File: config.mk
export PLATFORM = sky130hd
export DESIGN_NAME = mem_port_arbiter
export DESIGN_NICKNAME = d
export VERILOG_FILES = /design/src/rtl/mem_arb_pkg.sv /design/src/rtl/owner_fifo.sv /design/src/rtl/mem_port_arbiter.sv
export SDC_FILE = /design/constraint.sdc
export NUM_CORES = 1
export LEC_CHECK = 0
export ABC_AREA = 1
export BUFFER_PORTS_ARGS = -buffer_cell sky130_fd_sc_hd__buf_2
export CAP_MARGIN = 20
export CORE_AREA = 2 2 111 113
export DETAILED_ROUTE_END_ITERATION = 8
export DIE_AREA = 0 0 113 115
export PLACE_DENSITY = 0.58
export SYNTH_ARGS = -nofsm -noshare
export SYNTH_HDL_FRONTEND = slang
export SYNTH_SLANG_ARGS = --single-unit
File: constraint.sdc
create_clock -name clk -period 4.1 [get_ports clk]
set_input_delay 0.41 -clock clk [delete_from_list [all_inputs] [get_ports clk]]
set_output_delay 0.41 -clock clk [all_outputs]
set_load 0.05 [all_outputs]
File: src/rtl/mem_arb_pkg.sv
// Shared types and default widths for the memory port arbiter.
//   owner_t    : identifies which requester issued a memory request
//   MEM_ADDR_W : default request address width
//   MEM_DATA_W : default data width (strobe width is MEM_DATA_W/8)
package mem_arb_pkg;

  typedef enum logic {
    OWNER_I = 1'b0,
    OWNER_D = 1'b1
  } owner_t;

  localparam int MEM_ADDR_W = 32;
  localparam int MEM_DATA_W = 32;

endpackage

File: src/rtl/owner_fifo.sv
// In-order FIFO of request owners. One entry is pushed for every request the
// memory accepts and popped for every response the memory delivers, so the
// head always names the requester that owns the next returning response.
// Ports:
//   clk, reset   : clock, synchronous active-high reset (clears pointers/count)
//   i_push       : write i_push_data at the tail (ignored when full)
//   i_push_data  : owner of the request being accepted
//   i_pop        : retire the head entry (ignored when empty)
//   o_head       : owner at the head (valid only when !o_empty)
//   o_full       : count == DEPTH
//   o_empty      : count == 0
//   o_count      : number of stored entries
module owner_fifo
  import mem_arb_pkg::*;
#(
  parameter  int DEPTH = 4,
  localparam int PTR_W = $clog2(DEPTH),
  localparam int CNT_W = PTR_W + 1
) (
  input  logic             clk,
  input  logic             reset,
  input  logic             i_push,
  input  owner_t           i_push_data,
  input  logic             i_pop,
  output owner_t           o_head,
  output logic             o_full,
  output logic             o_empty,
  output logic [CNT_W-1:0] o_count
);

  owner_t           r_mem [DEPTH];
  logic [PTR_W-1:0] r_wr_ptr;
  logic [PTR_W-1:0] r_rd_ptr;
  logic [CNT_W-1:0] r_count;

  logic w_push_ok;
  logic w_pop_ok;

  assign o_full    = (r_count == CNT_W'(DEPTH));
  assign o_empty   = (r_count == '0);
  assign o_count   = r_count;
  assign o_head    = r_mem[r_rd_ptr];
  assign w_push_ok = i_push && !o_full;
  assign w_pop_ok  = i_pop && !o_empty;

  // DEPTH is a power of two, so the pointers wrap by natural overflow.
  always_ff @(posedge clk) begin
    if (reset) begin
      r_wr_ptr <= '0;
      r_rd_ptr <= '0;
      r_count  <= '0;
    end else begin
      if (w_push_ok) r_wr_ptr <= r_wr_ptr + PTR_W'(1);
      if (w_pop_ok)  r_rd_ptr <= r_rd_ptr + PTR_W'(1);
      if (w_push_ok && !w_pop_ok)      r_count <= r_count + CNT_W'(1);
      else if (w_pop_ok && !w_push_ok) r_count <= r_count - CNT_W'(1);
    end
  end

  // Storage carries no reset; stale entries are never observed while empty.
  always_ff @(posedge clk) begin
    if (w_push_ok) r_mem[r_wr_ptr] <= i_push_data;
  end

endmodule

File: src/rtl/mem_port_arbiter.sv
// Shares one in-order memory port between the instruction-fetch (i_*) and
// load/store (d_*) requesters. Requests are arbitrated round-robin and passed
// through combinationally; an owner FIFO records who issued each accepted
// request and steers each in-order response back to that requester.
// Ports:
//   clk, reset             : clock, synchronous active-high reset
//   i_req_* / i_resp_*     : fetch request (read-only) and response channels
//   d_req_* / d_resp_*     : data request (read/write) and response channels
//   mem_req_* / mem_resp_* : shared memory request and response channels
//   outstanding            : requests accepted by memory, not yet answered
module mem_port_arbiter
  import mem_arb_pkg::*;
#(
  parameter  int ADDR_W          = MEM_ADDR_W,
  parameter  int DATA_W          = MEM_DATA_W,
  parameter  int MAX_OUTSTANDING = 4,
  localparam int STRB_W          = DATA_W / 8,
  localparam int CNT_W           = $clog2(MAX_OUTSTANDING) + 1
) (
  input  logic              clk,
  input  logic              reset,
  input  logic              i_req_valid,
  output logic              i_req_ready,
  input  logic [ADDR_W-1:0] i_req_addr,
  output logic              i_resp_valid,
  input  logic              i_resp_ready,
  output logic [DATA_W-1:0] i_resp_data,
  input  logic              d_req_valid,
  output logic              d_req_ready,
  input  logic [ADDR_W-1:0] d_req_addr,
  input  logic              d_req_we,
  input  logic [DATA_W-1:0] d_req_wdata,
  input  logic [STRB_W-1:0] d_req_wstrb,
  output logic              d_resp_valid,
  input  logic              d_resp_ready,
  output logic [DATA_W-1:0] d_resp_data,
  output logic              mem_req_valid,
  input  logic              mem_req_ready,
  output logic [ADDR_W-1:0] mem_req_addr,
  output logic              mem_req_we,
  output logic [DATA_W-1:0] mem_req_wdata,
  output logic [STRB_W-1:0] mem_req_wstrb,
  input  logic              mem_resp_valid,
  output logic              mem_resp_ready,
  input  logic [DATA_W-1:0] mem_resp_data,
  output logic [CNT_W-1:0]  outstanding
);

  owner_t r_last_grant;
  logic   r_lock;
  owner_t r_lock_owner;

  owner_t w_winner;
  logic   w_win_valid;
  logic   w_full;
  logic   w_empty;
  owner_t w_head;
  logic   w_push;
  logic   w_pop;
  logic   w_head_i;
  logic   w_head_d;

  // Winner depends only on registered state and the requester valids, so
  // mem_req_ready never feeds back into mem_req_valid.
  always_comb begin
    w_winner = (r_last_grant == OWNER_I) ? OWNER_D : OWNER_I;
    if (r_lock)                           w_winner = r_lock_owner;
    else if (i_req_valid && !d_req_valid) w_winner = OWNER_I;
    else if (d_req_valid && !i_req_valid) w_winner = OWNER_D;
  end

  assign w_win_valid   = (w_winner == OWNER_I) ? i_req_valid : d_req_valid;
  assign mem_req_valid = w_win_valid && !w_full;
  assign mem_req_addr  = (w_winner == OWNER_I) ? i_req_addr : d_req_addr;
  assign mem_req_we    = (w_winner == OWNER_D) && d_req_we;
  assign mem_req_wdata = (w_winner == OWNER_D) ? d_req_wdata : '0;
  assign mem_req_wstrb = (w_winner == OWNER_D) ? d_req_wstrb : '0;

  // Ready is also qualified by the winner's own valid so neither requester
  // sees ready while nothing is pending.
  assign i_req_ready = (w_winner == OWNER_I) && i_req_valid && mem_req_ready && !w_full;
  assign d_req_ready = (w_winner == OWNER_D) && d_req_valid && mem_req_ready && !w_full;

  assign w_push = mem_req_valid && mem_req_ready;

  assign w_head_i       = !w_empty && (w_head == OWNER_I);
  assign w_head_d       = !w_empty && (w_head == OWNER_D);
  assign i_resp_valid   = w_head_i && mem_resp_valid;
  assign d_resp_valid   = w_head_d && mem_resp_valid;
  assign i_resp_data    = mem_resp_data;
  assign d_resp_data    = mem_resp_data;
  assign mem_resp_ready = (w_head_i && i_resp_ready) || (w_head_d && d_resp_ready);
  assign w_pop          = mem_resp_valid && mem_resp_ready;

  // A stalled request pins the winner so the memory side sees a stable
  // request until it fires.
  always_ff @(posedge clk) begin
    if (reset) begin
      r_last_grant <= OWNER_I;
      r_lock       <= 1'b0;
      r_lock_owner <= OWNER_I;
    end else begin
      r_lock       <= mem_req_valid && !mem_req_ready;
      r_lock_owner <= w_winner;
      if (w_push) r_last_grant <= w_winner;
    end
  end

  owner_fifo #(
    .DEPTH (MAX_OUTSTANDING)
  ) u_owner_fifo (
    .clk         (clk),
    .reset       (reset),
    .i_push      (w_push),
    .i_push_data (w_winner),
    .i_pop       (w_pop),
    .o_head      (w_head),
    .o_full      (w_full),
    .o_empty     (w_empty),
    .o_count     (outstanding)
  );

endmodule

### Word level (Yosys, flattened, before mapping)

Memories as Yosys holds them, arrays and structs flattened. A register that Yosys moved wholly into a read port is not among the register bits.
Index checks and enable logic that the tools add are counted.
W data, S select, Z words.

| storage, ports and cells | value |
|---|---|
| word-level logic and storage cells | 61 |
| input bits | 141 |
| memory bits (writable) | 4 |
| memories kept | 1 |
| register bits after elaboration | 10 |
| output and inout port bits | 142 |

Memory list:

| memory | words | bits a word | rd ports | clocked after Yosys merged registers in | wr ports | RTL line | source |
|---|---|---|---|---|---|---|---|
| u_owner_fifo.r_mem | 4 | 1 | 1 | 1 | 1 | owner_fifo.sv:31 | `owner_t r_mem [DEPTH];` |

| operators by class | value |
|---|---|
| bitwise gates (word level) | 2 |
| $add $sub $neg | 4 |
| eq/ne operators | 1 |
| reductions and logical operators | 33 |
| multiplexer cells | 14 |

Operator list:

| cell | number |
|---|---|
| $mux W32 | 2 |
| $logic_and A1 B1 Y1 | 23 |
| $logic_not A1 Y1 | 7 |
| $mux W1 | 7 |
| $mux W3 | 2 |
| $add A2 B1 Y2 const B | 2 |
| $mux W2 | 2 |
| $mux W4 | 1 |
| $add A3 B1 Y3 const B | 1 |
| $eq A3 B3 Y1 const B | 1 |
| $logic_not A3 Y1 | 1 |
| $sub A3 B1 Y3 const B | 1 |
| $not A1 Y1 | 2 |
| $reduce_bool A2 Y1 | 1 |
| $logic_or A1 B1 Y1 | 1 |

### Logic depth before layout (Yosys ltp)

| logic depth | value |
|---|---|
| depth after elaboration | 13 |
| mapped depth | 14 |
| gate-level depth less buffers | 14 |

### Modules after synthesis

From an unflattened synthesis, not the netlist that was laid out.

| unflattened totals | value |
|---|---|
| cell total of the unflattened synthesis | 363 |
| area total of the unflattened synthesis | 2077.0 um^2 |

Modules (own cells, without submodules):

| module | sequential area each (um^2) | cells an instance | times used | area an instance (um^2) |
|---|---|---|---|---|
| mem_port_arbiter | 60.1 | 283 | 1 | 1417.6 |
| owner_fifo | 300.3 | 80 | 1 | 659.4 |

### Worst setup path after synthesis

Ideal clock, no wire load.

| timing path | value |
|---|---|
| kind | register to register |
| start | register u_owner_fifo.r_count[1] (netlist: u_owner_fifo.o_count[1]) |
| end | register u_owner_fifo.r_count[1] (netlist: u_owner_fifo.o_count[1]) |
| required time | 3.980 ns |
| arrival time | 2.474 ns |
| stages on the path, launching flop included | 11 |
| path slack | 1.505 ns |
| period minus slack after synthesis | 2.595 ns |
| path buffers | 0 |
| library setup time | 0.120 ns |
| path through | dfxtp_1 -> inv_1 -> nand3_1 -> nand4_1 -> nand2_1 -> nand2_1 -> ha_1 -> inv_1 -> fa_1 -> o21ai_0 -> a21oi_1 |

| on the way | value |
|---|---|
| cells in the longest elaborated chain, start to end | 10 |
| elaborated cells between the ends (all ways) | 23 |
| those cells by class | 2 x add/sub; 1 x eq/ne; 2 x mux; 18 x reduce/logical |

Ends and longest elaborated chain:

| item | RTL line | source |
|---|---|---|
| start, declared | owner_fifo.sv:34 | `logic [CNT_W-1:0] r_count;` |
| start signal, assigned | owner_fifo.sv:55 | `if (w_push_ok && !w_pop_ok) r_count <= r_count + CNT_W'(1);` |
| start signal, assigned | owner_fifo.sv:56 | `else if (w_pop_ok && !w_push_ok) r_count <= r_count - CNT_W'(1);` |
| $logic_not A3 Y1 (*) | owner_fifo.sv:40 | `assign o_empty = (r_count == '0);` |
| $logic_not A1 Y1 (*) | mem_port_arbiter.sv:86, mem_port_arbiter.sv:87 |  |
| $logic_and A1 B1 Y1 (on tied branches) | mem_port_arbiter.sv:86, mem_port_arbiter.sv:87 |  |
| $logic_and A1 B1 Y1 | mem_port_arbiter.sv:92 | `assign mem_resp_ready = (w_head_i && i_resp_ready) \|\| (w_head_d && d_resp_ready);` |
| $logic_or A1 B1 Y1 (*) | mem_port_arbiter.sv:92 |  |
| via mem_resp_ready | mem_port_arbiter.sv:44 | `output logic mem_resp_ready,` |
| $logic_and A1 B1 Y1 (*) | mem_port_arbiter.sv:93 | `assign w_pop = mem_resp_valid && mem_resp_ready;` |
| $logic_and A1 B1 Y1 (*) | owner_fifo.sv:44 | `assign w_pop_ok = i_pop && !o_empty;` |
| $logic_not A1 Y1 | owner_fifo.sv:55 |  |
| $logic_and A1 B1 Y1 | owner_fifo.sv:55 |  |
| $mux W3 or $reduce_bool A2 Y1 (tied branches) | n/a |  |

Mark *: on every way through the listed nets, which the timed path passes. The rest lies on a longest branch. The select of a mux whose other input is x is not followed.
A chain may end at the register's enable or synchronous reset.

### Worst setup path in the final report

| timing path | value |
|---|---|
| start | input port i_req_valid |
| end | output port d_req_ready |

| on the way | value |
|---|---|
| cells in the longest elaborated chain, start to end | 8 |
| elaborated cells between the ends (all ways) | 9 |
| those cells by class | 3 x mux; 6 x reduce/logical |

Ends and longest elaborated chain:

| item | RTL line | source |
|---|---|---|
| start, declared | mem_port_arbiter.sv:22 | `input logic i_req_valid,` |
| $logic_not A1 Y1 | mem_port_arbiter.sv:69 | `else if (d_req_valid && !i_req_valid) w_winner = OWNER_D;` |
| $logic_and A1 B1 Y1 | mem_port_arbiter.sv:69 |  |
| $mux W1 | mem_port_arbiter.sv:69 |  |
| $mux W1 (*) | mem_port_arbiter.sv:68 | `else if (i_req_valid && !d_req_valid) w_winner = OWNER_I;` |
| $mux W1 (*) | mem_port_arbiter.sv:67 | `if (r_lock) w_winner = r_lock_owner;` |
| $logic_and A1 B1 Y1 (*) (3 in series) | mem_port_arbiter.sv:82 | `assign d_req_ready = (w_winner == OWNER_D) && d_req_valid && mem_req_ready && !w_full;` |
| end, declared | mem_port_arbiter.sv:29 | `output logic d_req_ready,` |

Mark *: on every way between the ends. The rest lies on a longest branch, timed or not.

==> results.cfg <==
[grt]
antenna_found_initial = 1
gr-max-usage-layer = met2
grt_pass1_wl_mm = 9.27
met1_usage_pct = 10.5
overflow = 0
use_met3_pct = 4.69
grt_max_degree = 44
use_met2_pct = 15.0
track_usage_pct = 9.07
grt_pass1_vias = 1779

[route]
post-route-drc-count = 20
avgViaCountPerCell = 3.71
antenna_violating_nets_post_route = 0
drtIter0Drc = 104
wirelength_mm = 7.07
via_count = 2284
wl_per_cell_um = 11.5
first_pass_iters = 6

[pwr]
clockPowerShare_pct = 12.6
switchingPower_w = 0.000919
pwr_density_cell_mw_per_mm2 = 558
vdd_drop_max_uv = 196
p_sw_share_pct = 61.8
p_seq_share_pct = 15.0
p_int_w = 0.000569
combPwrFrac_pct = 72.3
power.leakage_nw = 1.75

[synthesis]
yosysSeqAreaShare_pct = 18.0
syn_inst = 352
syn_nets = 499
synth_cell_type_count = 21
synth_seq_cells = 16
mappedNetlistArea_mm2 = 0.00200
synth.avg_cell_area_um2 = 5.68
ys_warn_count = 0

[run_status]
violations = design-rule violations
status = finished with violations

[clock_network]
ctsHoldBuffers = 0
clock_latency_ps = 240
cts_buffers = 3
htree_levels = 1
clockBufferDepth = 2
cts_root_buf = clkbuf_16
path_clk_slew_ps = 50
cts.sinks = 16
post_cts_resized = 0
cts_tree = yes
postCtsSetupBuffers = 0

[timing]
final-setup-viol-count = 0
hold_viol = 0
worst_slack_ps = 1320
fmax_mhz = 360
skew_ps = 0.965
fin_tns_setup_ps = 0
drv_slew = 0
min_period_ps = 2780
rsz0062_at_grt = false
worst_pin_slew_ps = 602
fin_crit_sh_pct = 67.8
maxSlewHeadroom_pct = 59.8

[worst_setup_path]
rr_worst_depth = 12
path_class = in -> out
crit_fanout = 37
start_kind = primary input
worstPathRequired_ps = 3690
worstPathArrival_ps = 2370
cp-end-kind = output port

[floorplanning]
placementRows = 40
start_util_pct = 16.9
dieArea_mm2 = 0.0130
coreArea_mm2 = 0.0118
die_h_um = 115
ios = 283
die_w_um = 113

[placement]
dp_slack_ps = 1190
gp_congestion = 0.706
dpl.hpwl_mm = 5.93
portBuffers = 186

[finish]
utilization_pct = 22.6
fin_nets = 616
layout-drive-gt1-share_pct = 41.9
antenna_cells = 0
syn2layout_area_growth_pct = 33.4

[worst_hold_path]
hp-class = in -> reg
whs_path_depth = 2

[flow_run]
cap_violations = 0
## cell type report
type	instances	area [um2]
clock inverters	1	3.75
fillers	1357	9150
multi-input cells	200	875
well taps	147	184
inverters	61	229
repair buffers	187	938
flip-flops and latches	16	360
clock buffers	3	75.1
## logic make-up (layout without fill, tap and decap cells)
logic type / count (synthesis) / count (layout) / share of synthesized area (%)
adders and majority gates: 6 / 6 / 4.13
AOI/OAI and AO/OA: 13 / 13 / 3.44
buffers and inverters: 136 / 252 / 38.2
and+or+nand+nor: 179 / 179 / 35.3
xor gates and xnor gates: 2 / 2 / 0.877
DFF: 16 / 16 / 18.0
## final timing paths
path,from,endpoint,slack (ps)
max,i_req_valid,d_req_ready,1320
min,mem_req_ready,r_lock$_SDFF_PP0_,370
max reg2reg,r_last_grant$_SDFFE_PP0N_,u_owner_fifo.o_count[2]$_SDFFE_PP0P_,1640
min reg2reg,u_owner_fifo.r_rd_ptr[1]$_SDFFE_PP0P_,u_owner_fifo.r_rd_ptr[1]$_SDFFE_PP0P_,510
## worst max-delay path: stages
cell     delay (ps)
buf_2           110
inv_2            70
nor2_1           50
o21ai_2         130
nand2_2         350
inv_2           610
nand3_1         240
inv_1           100
buf_2           270
## Yosys cell counts
cell	n	area [um2]
nand2_1	113	424
buf_4	64	480
inv_1	59	221
nor2_1	49	184
dfxtp_1	12	240
buf_2	10	50.1
nand3_1	10	50.1
a21oi_1	8	40.0
ha_1	5	62.6
edfxtp_1	4	120
o21ai_0	4	20.0
inv_2	2	7.51
nand2_2	2	12.5
nand4_1	2	12.5
xor2_1	2	17.5
clkbuf_1	1	3.75
fa_1	1	20.0
nand3_2	1	10.0
nor3_1	1	5.00
nor3b_1	1	7.51
o21ai_2	1	8.76
## routing by layer
layer | part of all wire [%] | up-vias
li1 | - | 1194
met2 | 46 | 174
met1 | 37 | 907
met3 | 16 | 9
met4 | 1.2 | 0
met5 | 0 | -
## per-stage QoR
step	total power, W	instance area, um2	hold slack, ps	std cells
6_report	0.00149	2670	368	615
4_1_cts	0.00150	2670	366	615
3_3_place_gp	0.00131	2590	496	611
5_1_grt	0.00159	2670	377	615
3_5_place_dp	0.00131	2590	501	611
2_1_floorplan	0.00122	2000	464	352
## cell usage in the layout, fill, tap and decap left out, types with 2 or more instances in the layout
cell type and instances:
a21oi_1 8, buf_2 186, clkbuf_16 3, dfxtp_1 12, edfxtp_1 4, ha_1 5
inv_1 59, inv_2 2, nand2_1 113, nand2_2 2, nand3_1 10, nand4_1 2
nor2_1 49, o21ai_0 4, xor2_1 2
## power groups by stage
stage               combinational (W)  clock (W)  sequential, W
finish                        0.00108   0.000188       0.000224
global route                  0.00116   0.000198       0.000229
CTS                           0.00109   0.000192       0.000224
detailed placement            0.00108          0       0.000226
global placement              0.00108          0       0.000228
floorplan                    0.000949          0       0.000271
(Power assumes the default switching activity.)
